<file path="src/rtl/alu_ex_stage.sv">
// alu_ex_stage: execute-stage wrapper in front of a 32-bit ALU.
//
// Takes decoded operations over a valid/ready handshake into a one-entry
// operand register that drives the ALU. On the following edge it captures the
// ALU result and flags into an in-order output buffer for writeback. Signed
// overflow on ADD/SUB can optionally raise a trap that holds off new requests
// until it is acknowledged.
//
// Build option:
//   ALU_EX_SKID_EN  defined   -> output buffer depth 2 (absorbs a one-cycle
//                                consumer stall at full rate)
//                   undefined -> output buffer depth 1
//
// Ports:
//   clk, rst_n                    clock, synchronous active-low reset
//   in_valid/in_ready             request handshake
//   in_A, in_B, in_ALUop, in_tag  operands, op code, destination tag
//   in_trap_ov                    trap on signed ADD/SUB overflow
//   alu_A, alu_B, alu_ALUop       drive the ALU (from the operand register)
//   alu_Result, alu_Overflow,
//   alu_CarryOut, alu_Zero        ALU response
//   out_valid/out_ready           output buffer head handshake
//   out_result, out_zero,
//   out_carry, out_overflow,
//   out_tag                       output buffer head contents
//   exc_valid, exc_tag            pending overflow trap and its tag
//   exc_clear                     trap acknowledge
module alu_ex_stage #(
  parameter int DATA_WIDTH = 32,
  parameter int TAG_WIDTH  = 5
) (
  input  logic                  clk,
  input  logic                  rst_n,
  input  logic                  in_valid,
  output logic                  in_ready,
  input  logic [DATA_WIDTH-1:0] in_A,
  input  logic [DATA_WIDTH-1:0] in_B,
  input  logic [2:0]            in_ALUop,
  input  logic [TAG_WIDTH-1:0]  in_tag,
  input  logic                  in_trap_ov,
  output logic [DATA_WIDTH-1:0] alu_A,
  output logic [DATA_WIDTH-1:0] alu_B,
  output logic [2:0]            alu_ALUop,
  input  logic [DATA_WIDTH-1:0] alu_Result,
  input  logic                  alu_Overflow,
  input  logic                  alu_CarryOut,
  input  logic                  alu_Zero,
  output logic                  out_valid,
  input  logic                  out_ready,
  output logic [DATA_WIDTH-1:0] out_result,
  output logic                  out_zero,
  output logic                  out_carry,
  output logic                  out_overflow,
  output logic [TAG_WIDTH-1:0]  out_tag,
  output logic                  exc_valid,
  output logic [TAG_WIDTH-1:0]  exc_tag,
  input  logic                  exc_clear
);

`ifdef ALU_EX_SKID_EN
  localparam int DEPTH = 2;
`else
  localparam int DEPTH = 1;
`endif
  localparam int CW = $clog2(DEPTH + 1);
  localparam int IW = (DEPTH > 1) ? $clog2(DEPTH) : 1;

  typedef enum logic {RUN, TRAP} state_t;

  typedef struct packed {
    logic [DATA_WIDTH-1:0] result;
    logic                  zero;
    logic                  carry;
    logic                  ovf;
    logic [TAG_WIDTH-1:0]  tag;
  } ob_entry_t;

  function automatic logic op_supported(input logic [2:0] op);
    case (op)
      3'b000, 3'b001, 3'b010, 3'b110, 3'b111: op_supported = 1'b1;
      default:                                op_supported = 1'b0;
    endcase
  endfunction

  function automatic logic op_is_addsub(input logic [2:0] op);
    op_is_addsub = (op == 3'b010) || (op == 3'b110);
  endfunction

  // Operand register (stage p0)
  logic [DATA_WIDTH-1:0] a_p0, b_p0;
  logic [2:0]            op_p0;     // already remapped: unsupported ops become 000
  logic                  unsup_p0;
  logic [TAG_WIDTH-1:0]  tag_p0;
  logic                  trap_p0;
  logic                  vld_p0;

  // Output buffer (stage p1); entry 0 is always the head
  ob_entry_t             ob_p1 [DEPTH];
  ob_entry_t             ob_nxt [DEPTH];
  logic [CW-1:0]         cnt_p1;

  state_t                state;
  logic                  exc_valid_r;
  logic [TAG_WIDTH-1:0]  exc_tag_r;

  logic                  pop, adv, trap_hit, push, accept;
  logic [CW-1:0]         wr_pos;
  logic [IW-1:0]         wr_idx;
  ob_entry_t             new_entry;

  assign pop      = (cnt_p1 != '0) && out_ready;
  assign adv      = vld_p0 && ((cnt_p1 < CW'(DEPTH)) || pop);
  assign trap_hit = adv && (state == RUN) && trap_p0 && alu_Overflow && op_is_addsub(op_p0);
  // A trapping op is consumed from the operand register but never reaches writeback.
  assign push     = adv && !trap_hit;
  assign in_ready = rst_n && (state == RUN) && (!vld_p0 || adv);
  assign accept   = in_valid && in_ready;

  always_comb begin
    new_entry = '{result: alu_Result, zero: alu_Zero, carry: alu_CarryOut,
                  ovf: alu_Overflow, tag: tag_p0};
    if (unsup_p0) begin
      new_entry = '{result: '0, zero: 1'b1, carry: 1'b0, ovf: 1'b0, tag: tag_p0};
    end
  end

  // Shift on pop, then write behind the surviving entries so order is kept.
  always_comb begin
    ob_nxt = ob_p1;
    wr_pos = cnt_p1 - CW'(pop);
    wr_idx = wr_pos[IW-1:0];
    if (pop) begin
      for (int i = 0; i < DEPTH - 1; i++) begin
        ob_nxt[i] = ob_p1[i+1];
      end
    end
    if (push) begin
      ob_nxt[wr_idx] = new_entry;
    end
  end

  always_ff @(posedge clk) begin
    if (!rst_n) begin
      a_p0        <= '0;
      b_p0        <= '0;
      op_p0       <= '0;
      unsup_p0    <= 1'b0;
      tag_p0      <= '0;
      trap_p0     <= 1'b0;
      vld_p0      <= 1'b0;
      for (int i = 0; i < DEPTH; i++) begin
        ob_p1[i]  <= '0;
      end
      cnt_p1      <= '0;
      state       <= RUN;
      exc_valid_r <= 1'b0;
      exc_tag_r   <= '0;
    end else begin
      if (accept) begin
        a_p0     <= in_A;
        b_p0     <= in_B;
        op_p0    <= op_supported(in_ALUop) ? in_ALUop : 3'b000;
        unsup_p0 <= !op_supported(in_ALUop);
        tag_p0   <= in_tag;
        trap_p0  <= in_trap_ov;
        vld_p0   <= 1'b1;
      end else if (adv) begin
        vld_p0   <= 1'b0;
      end

      ob_p1  <= ob_nxt;
      cnt_p1 <= cnt_p1 + CW'(push) - CW'(pop);

      case (state)
        RUN: begin
          if (trap_hit) begin
            state       <= TRAP;
            exc_valid_r <= 1'b1;
            exc_tag_r   <= tag_p0;
          end
        end
        TRAP: begin
          if (exc_clear) begin
            state       <= RUN;
            exc_valid_r <= 1'b0;
          end
        end
        default: begin
          state       <= RUN;
          exc_valid_r <= 1'b0;
        end
      endcase
    end
  end

  assign alu_A        = a_p0;
  assign alu_B        = b_p0;
  assign alu_ALUop    = op_p0;

  assign out_valid    = (cnt_p1 != '0);
  assign out_result   = ob_p1[0].result;
  assign out_zero     = ob_p1[0].zero;
  assign out_carry    = ob_p1[0].carry;
  assign out_overflow = ob_p1[0].ovf;
  assign out_tag      = ob_p1[0].tag;

  assign exc_valid    = exc_valid_r;
  assign exc_tag      = exc_tag_r;

endmodule

</file>
<file path="config.mk">
export PLATFORM = sky130hd
export DESIGN_NAME = alu_ex_stage
export DESIGN_NICKNAME = d
export VERILOG_FILES = /design/src/rtl/alu_ex_stage.sv
export SDC_FILE = /design/constraint.sdc
export NUM_CORES = 1
export LEC_CHECK = 0
export ABC_AREA = 1
export BUFFER_PORTS_ARGS = -buffer_cell sky130_fd_sc_hd__buf_4
export CAP_MARGIN = 10
export CORE_MARGIN = 2
export CORE_UTILIZATION = 47
export DETAILED_ROUTE_END_ITERATION = 10
export HOLD_SLACK_MARGIN = 0.12
export PLACE_DENSITY = 0.76
export SETUP_SLACK_MARGIN = 0.02
export SYNTH_ARGS = -nofsm -noshare
export SYNTH_HDL_FRONTEND = slang
export SYNTH_SLANG_ARGS = --single-unit
export TNS_END_PERCENT = 5
</file>
<file path="constraint.sdc">
create_clock -name clk -period 2.05 [get_ports clk]
set_clock_uncertainty 0.1 [all_clocks]
set_input_delay 0.615 -clock clk [delete_from_list [all_inputs] [get_ports clk]]
set_output_delay 0.615 -clock clk [all_outputs]
set_load 0.01 [all_outputs]
</file>
==> impl_metrics.ini, run 1 <==
[run_status]
status = finished clean

[worst_setup_path]
worstPathRequired_ns = 1.33
crit_type = reg -> out
critPathSlowestCell = dfxtp_4
cp_cell_sequence = nand3_4, nand2_2, inv_2, buf_6
r2r_slack_ns = 0.54
crit_path_end_kind = output port
crit_fanout = 4
critPathLaunchType = flip-flop
critPathTopFamily = flip-flops
cp.arrival_ns = 1.24
max_stage_delay_ns = 0.37
timing.critical_path.buf_inv = 2

[route]
routed_wl_mm = 13.4
num_vias = 5206
wire_per_inst_um = 11.6
vias_per_cell = 4.51
ant_nets = 0
drt_first_pass_iters = 4
drc = 0
drt_iter0_markers = 399

[synthesis]
synth_edf_count = 0
synth.distinct_cells = 17
avgSynthCellArea_um2 = 6.58
synth_area_um2 = 5210
syn-num-nets = 904
yosysMostFrequentCell = nand2_1
yosys.area.top_type = dfxtp_1
postSynthCellCount = 791
synth-seq-cells = 123
synthTopCellsByCount = nand2_1, nor2_1, dfxtp_1
async_flop_share_pct = 0
synth_flop_cell = dfxtp_1
synth.top_cell.area_share_pct = 47.3
yosysSeqAreaShare_pct = 47.3
ys_warn_count = 0
ys_top_cells_by_area = dfxtp_1, nand2_1, nor2_1

[global_routing]
grt_util_all_layers_pct = 21.8
antenna_found_initial = 0
grt_max_degree = 114
grt_pass1_wl_mm = 20.4
grt_overflow = 0
grt_pass1_vias = 4597

[pwr]
internal-power_uw = 4890
peakVddDrop_uv = 545
seq_power_share_pct = 40.7
combPwrFrac_pct = 14.2
p_sw_share_pct = 23.6
leakagePower_uw = 0.00409
powerDensity_nw_per_um2 = 840
clkPwrFrac_pct = 45.1
power_switching_uw = 1510

[timing]
finalCritPeriodShare_pct = 95.4
fin_setup_tns_ns = 0
finalSetupViolations = 0
timing.final.crit_period_ns = 1.96
worstMarginPinSlew_ns = 0.531
rsz0062_at_grt = no
drv_slew = 0
hold_violations = 0
relSlewSlack_pct = 64.6
clock.fmax_mhz = 511
holdWs_ns = 0.227

[place]
routabilityCongestion = 0.774
hpwl_mm = 9.11
numPlacedInstances = 1122
port_buffers = 227

[die]
pin_count = 228
initial_core_util_pct = 48.0
design.die.area_um2 = 11900
core-area_um2 = 10800
die_y_um = 109
die_w_um = 109
rows = 38

[clock_network]
clk_pin_slew_ns = 0.06
cts_htree_levels = 4
clkSinkCount = 123
cts_tree = yes
root_buffer = clkbuf_8
clk_path_buf_depth = 2
clk_latency_ns = 0.50
ctsHoldBuffers = 0
numCtsBuffers = 17

[finish]
drive_above_1_share_pct = 27.5
num_antenna_cells = 0
area_growth_pct = 46.4
finalNonFillerCells = 1154
finalNetCount = 1115

[flow_run]
cap_violations = 0

[worst_hold_path]
holdCritPathClass = in -> reg
## per-stage QoR
step                utilization, %  instance area, um2  power (uW)  worst slack (ns)
floorplan                        -                5210        3110             0.296
global placement              64.7                7010        3550            0.0407
detailed placement            64.7                7010        3560            0.0382
CTS                           70.1                7600        6470            0.0251
global route                  70.3                7620        6700            0.0159
finish                        70.3                7620        6400            0.0946
## cells by family (layout without fill, tap and decap cells)
logic type | count (synthesis) | after routing | synth area share [%]
buffers and inverters | 137 | 360 | 11.5
and+or+nand+nor | 481 | 481 | 36.0
AOI/OAI and AO/OA | 50 | 50 | 5.12
DFF | 123 | 123 | 47.3
## state kept, by name, indices dropped and copies added (netlist names)
name          count
out_valid         1
trap_p0           1
alu_A            32
tag_p0            5
out_carry         1
state             1
alu_ALUop         3
vld_p0            1
exc_valid         1
exc_tag           5
out_tag           5
alu_B            32
out_overflow      1
out_result       32
unsup_p0          1
out_zero          1
## tightest hold or removal path: stages
cell and delay [ns]:
buf_4 0.07, nor2_1 0.03, nor2_1 0.08
## cell type report
type                            instances  area (um2)
Inverter                               88         330
Fill cell                             972        3220
Clock inverter                          8         118
Tap cell                              140         175
Sequential cell                       123        2470
Timing Repair Buffer                  241        1900
Multi-Input combinational cell        531        2170
Clock buffer                           23         457
## worst paths after layout
path,start,end,cells past startpoint
setup / recovery,out_valid$_SDFF_PN0_,in_ready,4
hold / removal,in_B[17],alu_B[17]$_SDFFE_PN0P_,3
setup reg to reg,out_valid$_SDFF_PN0_,out_tag[4]$_SDFFE_PN0P_,6
hold reg to reg,out_result[24]$_SDFFE_PN0P_,out_result[24]$_SDFFE_PN0P_,2
## routing by layer
| layer | up-vias | track usage, % | routed length, um |
|---|---|---|---|
| li1 | 2785 | - | - |
| met1 | 2210 | 23.9 | 5440 |
| met2 | 187 | 35.8 | 6300 |
| met3 | 24 | 10.2 | 1390 |
| met4 | 0 | 9.76 | 290 |
| met5 | - | 0 | 0 |
## placed cells by master (no fill, tap or decap), drive strengths merged
master      n
buf       241
nand2     237
nor2      195
dfxtp     123
inv        88
nand3      49
a21oi      45
clkbuf     23
clkinv      4
o21ai       3
bufinv      3
a21boi      2
clkinvlp    1
## power groups by stage
stage	clock network (uW)	registers, uW	logic [uW]
4_1_cts	2950	2610	915
3_5_place_dp	0	2650	907
5_1_grt	3050	2620	1020
3_3_place_gp	0	2650	901
6_report	2890	2610	910
2_1_floorplan	0	2710	402
## what timing repair did
item,CTS,global route
setup endpoints to repair,1,1
pin swaps,1,1
hold endpoints to repair,0,0
gates resized for setup,4,5
setup buffers,0,1
Power figures use the tool's default switching activity.
==> inputs of run 2 (changes only) <==
Settings changed: ABC_AREA 1 to 0, CORE_UTILIZATION 47 to 46.
==> run 2 against run 1 <==
The run now ends with negative setup slack left; final area decreased by 4.6%; via count down 6.7%; global-route usage rose by 3.6 points; critical path depth decreased by 1; highest routed layer unchanged; largest power group unchanged; largest cell class unchanged; clock-buffer cell count fell by 3; sequential power down 3%.
==> impl_metrics.ini, run 2 <==
[synthesis]
synthTopCellsByCount = dfxtp_1, a21oi_1, o21ai_0
synth_flop_cell = dfxtp_1
muxShareOfSynthArea_pct = 9.21
synth.top_cell.area_share_pct = 50.4
synth.distinct_cells = 28
avgSynthCellArea_um2 = 8.79
yosysMostFrequentCell = dfxtp_1
ys_top_cells_by_area = dfxtp_1, mux2i_1, a21oi_1
yosys.area_share.adder_pct = 0
yosys.area.top_type = dfxtp_1
yosysSeqAreaShare_pct = 50.4
synth_top_family_by_area = simple AND/OR/NAND/NOR gates
async_flop_share_pct = 0
synth_xor_area_share_pct = 0.179
yosys.area_share.simple_pct = 18.4
synth-seq-cells = 123
synth_edf_count = 0
postSynthCellCount = 556
ys_warn_count = 0
synth_compound_area_share_pct = 16.4
syn-num-nets = 669
synth_area_um2 = 4890

[route]
drc = 0
drt_first_pass_iters = 4
num_vias = 4859
routed_wl_mm = 14.7
ant_nets = 0
drt_iter0_markers = 268
wire_per_inst_um = 16.2
vias_per_cell = 5.34

[clock_network]
ctsHoldBuffers = 0
post_cts_buffers = 0
numCtsBuffers = 17
clk_pin_slew_ns = 0.06
clk_latency_ns = 0.50
clk_path_buf_depth = 2
cts_tree = yes
root_buffer = clkbuf_8
cts_htree_levels = 4
clkSinkCount = 123

[global_routing]
grt_overflow = 0
grt_util_all_layers_pct = 25.3
grt_pass1_wl_mm = 23.1
grt_pass1_vias = 4698
grt_max_degree = 80
antenna_found_initial = 0

[die]
die_y_um = 107
design.die.area_um2 = 11500
core-area_um2 = 10300
pin_count = 228
rows = 37
initial_core_util_pct = 47.4
die_w_um = 107

[finish]
area_growth_pct = 48.6
final_cell_mix = buf_4, dfxtp_1, a21oi_1
num_antenna_cells = 0
drive_above_1_share_pct = 36.6
fill_cells = 811
utilization_pct = 70.4
finalNetCount = 874
final_common_cell = buf_4

[worst_setup_path]
crit_path_end_kind = output port
worstPathRequired_ns = 1.33
crit_type = reg -> out
cp.arrival_ns = 1.38
crit_fanout = 6
critPathLaunchType = flip-flop

[timing]
worstMarginPinSlew_ns = 0.832
fin_ws_ns = -0.0423
fin_setup_tns_ns = -0.0423
hold_violations = 0
finalSetupViolations = 1
clock.fmax_mhz = 478
rsz0062_at_grt = yes
relSlewSlack_pct = 44.5
finalCritPeriodShare_pct = 102
timing.final.crit_period_ns = 2.09
drv_slew = 0

[run_status]
violations = negative setup slack
status = complete, but fails checks

[place]
hpwl_mm = 9.96
port_buffers = 227
routabilityCongestion = 0.772

[pwr]
peakVddDrop_uv = 487
powerDensity_nw_per_um2 = 819
leakagePower_uw = 0.00311

[worst_hold_path]
holdCritPathClass = in -> reg

[flow_run]
cap_violations = 0
==> run 2: cell types whose count changed in the layout (fill, tap and decap cells not counted), moves of 23 or more <==
cell / change
a21oi_1: +33
nand3_1: +23
mux2i_1: +45
nand2_1: -177
nand3b_1: +29
o21ai_0: +70
nor2_1: -192
inv_1: -84
==> run 2: cell type report <==
type | count | area, um2 | area share, %
multi-input cells | 372 | 2170 | 29.9
repair buffers | 244 | 1900 | 26.1
clock inverters | 12 | 97.6 | 1.34
well taps | 136 | 170 | 2.34
clock buffers | 20 | 455 | 6.27
flip-flops and latches | 123 | 2460 | 33.9
inverters | 3 | 11.3 | 0.155
==> run 2: where the power goes <==
group / leakage, uW / switching (uW) / internal [uW] / total [uW]
clock: 0.000264 / 1060 / 1690 / 2740
sequential: 0.00100 / 50.2 / 2490 / 2540
combinational: 0.00184 / 312 / 360 / 672
==> run 2: metal layers <==
layer / vias up / global-route usage, % / routed length (um)
met5: - / 0 / 0
met4: 0 / 8.72 / 172
met3: 14 / 9.24 / 1370
met2: 182 / 42.5 / 7090
met1: 2306 / 29.8 / 6070
li1: 2357 / - / -
==> run 2: final timing paths <==
check                             start  slack, ns  cells after the start                         to
setup / recovery    vld_p0$_SDFFE_PN0P_      -0.04                      3                   in_ready
hold / removal                 in_valid       0.24                      2      unsup_p0$_SDFFE_PN0P_
setup reg to reg    vld_p0$_SDFFE_PN0P_       0.45                      4  alu_ALUop[1]$_SDFFE_PN0P_
hold reg to reg   out_zero$_SDFFE_PN0P_       0.35                      2      out_zero$_SDFFE_PN0P_
==> run 2: logic make-up (layout without fill, tap and decap cells) <==
| group | after synthesis | count (layout) |
|---|---|---|
| muxes | 45 | 45 |
| xor gates and xnor gates | 1 | 1 |
| buffers and inverters | 61 | 279 |
| AOI/OAI and AO/OA | 156 | 156 |
| DFF | 123 | 123 |
| and+or+nand+nor | 170 | 170 |
==> run 2: per-stage QoR <==
stage          power (uW)  hold WS (ns)  worst slack [ns]  std cells  cell area (um2)
2_1_floorplan        2870         0.354             0.100        556             4890
3_3_place_gp         3230         0.343            0.0305        878             6700
3_5_place_dp         3260         0.350           0.00686        878             6700
4_1_cts              6000         0.226           -0.0515        910             7270
5_1_grt              6170         0.225           -0.0937        910             7270
6_report             5950         0.241           -0.0423        910             7270
==> run 2: timing repair <==
action | in CTS | in global routing
gates resized for setup | 4 | 0
endpoints found under the hold margin | 0 | 0
gates cloned | 0 | 0
setup endpoints to repair | 1 | 1
==> run 2: critical path, cell delays in order, from the launching register on <==
cell     delay (ns)
dfxtp_2        0.35
and3b_4        0.22
nor3_4         0.16
buf_6          0.14
==> inputs of run 3 (changes only) <==
Settings changed: CORE_ASPECT_RATIO from default to 1.25.
==> run 3 against run 2 <==
The run now ends clean; sequential power about the same; flip-flop and latch count did not move; total power increased by 3.3%; clock power rose by 7.3%; worst hold slack better by 0.098 ns; die area barely moved; critical path depth up 1; largest cell class unchanged; largest power group unchanged.
==> impl_metrics.ini, run 3 (synthesized netlist as in run 2, its figures left out) <==
[pwr]
seq_power_share_pct = 41.3
leakagePower_uw = 0.00315
power_switching_uw = 1440
powerDensity_nw_per_um2 = 839
peakVddDrop_uv = 612
p_sw_share_pct = 23.4
internal-power_uw = 4710
clkPwrFrac_pct = 47.8
combPwrFrac_pct = 10.8

[timing]
fin_setup_tns_ns = 0
timing.final.crit_period_ns = 1.96
clock.fmax_mhz = 510
drv_slew = 0
worstMarginPinSlew_ns = 0.812
holdWs_ns = 0.338
rsz0062_at_grt = no
hold_violations = 0
finalCritPeriodShare_pct = 95.6
finalSetupViolations = 0
relSlewSlack_pct = 45.9

[die]
core-area_um2 = 10500
rows = 42
die_y_um = 119
initial_core_util_pct = 46.8
pin_count = 228
design.die.area_um2 = 11500
die_w_um = 96.2

[route]
ant_nets = 0
drc = 0
routed_wl_mm = 14.4
vias_per_cell = 5.30
num_vias = 4817
wire_per_inst_um = 15.8
drt_first_pass_iters = 4
drt_iter0_markers = 237

[finish]
final_cell_mix = buf_4, dfxtp_1, a21oi_1
num_antenna_cells = 0
drive_above_1_share_pct = 36.8
finalNetCount = 877
area_growth_pct = 49.8
final_common_cell = buf_4
finalNonFillerCells = 909

[global_routing]
antenna_found_initial = 0
grt_pass1_vias = 4669
grt_pass1_wl_mm = 22.5
grt_overflow = 0
grt_max_degree = 80
grt_util_all_layers_pct = 24.8

[place]
numPlacedInstances = 877
routabilityCongestion = 0.747
port_buffers = 227
hpwl_mm = 10.0

[worst_setup_path]
timing.critical_path.buf_inv = 2
crit_fanout = 3
worstPathRequired_ns = 1.33
rr_startpoint = alu_ALUop[1]$_SDFFE_PN0P_
crit_type = in -> out
cp.arrival_ns = 1.24
cp_cell_sequence = buf_4, and3b_4, nor3_4, buf_4
r2r_end = exc_tag[1]$_SDFFE_PN0P_
crit_top_cell = buf_4
max_stage_delay_ns = 0.31
critPathSlowestCell = and3b_4
critPathLaunchType = input pin
critPathTopFamily = simple AND/OR/NAND/NOR gates
r2r_slack_ns = 0.35
ff2ff_path_depth = 3
crit_path_end_kind = output port

[clock_network]
clkSinkCount = 123
ctsHoldBuffers = 0
numCtsBuffers = 17
root_buffer = clkbuf_16
clk_path_buf_depth = 2
cts_tree = yes
clk_pin_slew_ns = 0.05
cts_htree_levels = 4
clk_latency_ns = 0.39

[worst_hold_path]
holdPathStages = 2
hold_end = unsup_p0$_SDFFE_PN0P_
hold_start = in_valid
holdCritPathClass = in -> reg

[run_status]
status = finished clean

[flow_run]
cap_violations = 0
## run 3: worst max-delay path by stage
stage          endpoint  cells past startpoint           startpoint
6_report       in_ready                      4            out_ready
5_1_grt        in_ready                      3  vld_p0$_SDFFE_PN0P_
4_1_cts        in_ready                      3  vld_p0$_SDFFE_PN0P_
3_5_place_dp   in_ready                      4            out_ready
3_3_place_gp   in_ready                      4            out_ready
2_1_floorplan  in_ready                      3            out_ready
## run 3: final cells by class
cell class,count,area [um2]
Clock inverter,13,143
Tap cell,132,165
Clock buffer,19,453
Sequential cell,123,2460
Inverter,3,11.3
Timing Repair Buffer,247,1920
Fill cell,810,3130
Multi-Input combinational cell,372,2170
## run 3: layer usage
metal	vias to the layer above	wire length (um)	global-route usage (%)
met1	2241	5550	28.3
met2	191	7280	40.8
met4	0	255	9.29
li1	2367	-	-
met3	18	1310	10.4
met5	-	0	0
## run 3: through the flow
step                total power, uW  worst slack (ns)  util (%)  cell area, um2
finish                         6140            0.0901      70.0            7320
global route                   6410            0.0240      70.0            7320
CTS                            6200            0.0546      70.0            7320
detailed placement             3260            0.0539      64.2            6720
global placement               3240            0.0581      64.2            6720
floorplan                      2870             0.100         -            4890
## run 3: power groups by stage
stage          Sequential (uW)  Combinational (uW)  Clock, uW
4_1_cts                   2540                 669       2990
6_report                  2540                 666       2940
5_1_grt                   2550                 724       3140
2_1_floorplan             2620                 253          0
3_3_place_gp              2590                 653          0
3_5_place_dp              2590                 666          0
## run 3: repair_timing
item                                    4_1_cts  5_1_grt
gates resized for setup                       1        2
setup buffers                                 0        0
endpoints found under the setup margin        1        1
## run 3: worst register-to-register path, delay by kind of cell (launching register included)
| family | cells | cell delay (ns) |
|---|---|---|
| and+or+nand+nor | 2 | 0.83 |
| DFF | 1 | 0.44 |
| muxes | 1 | 0.26 |
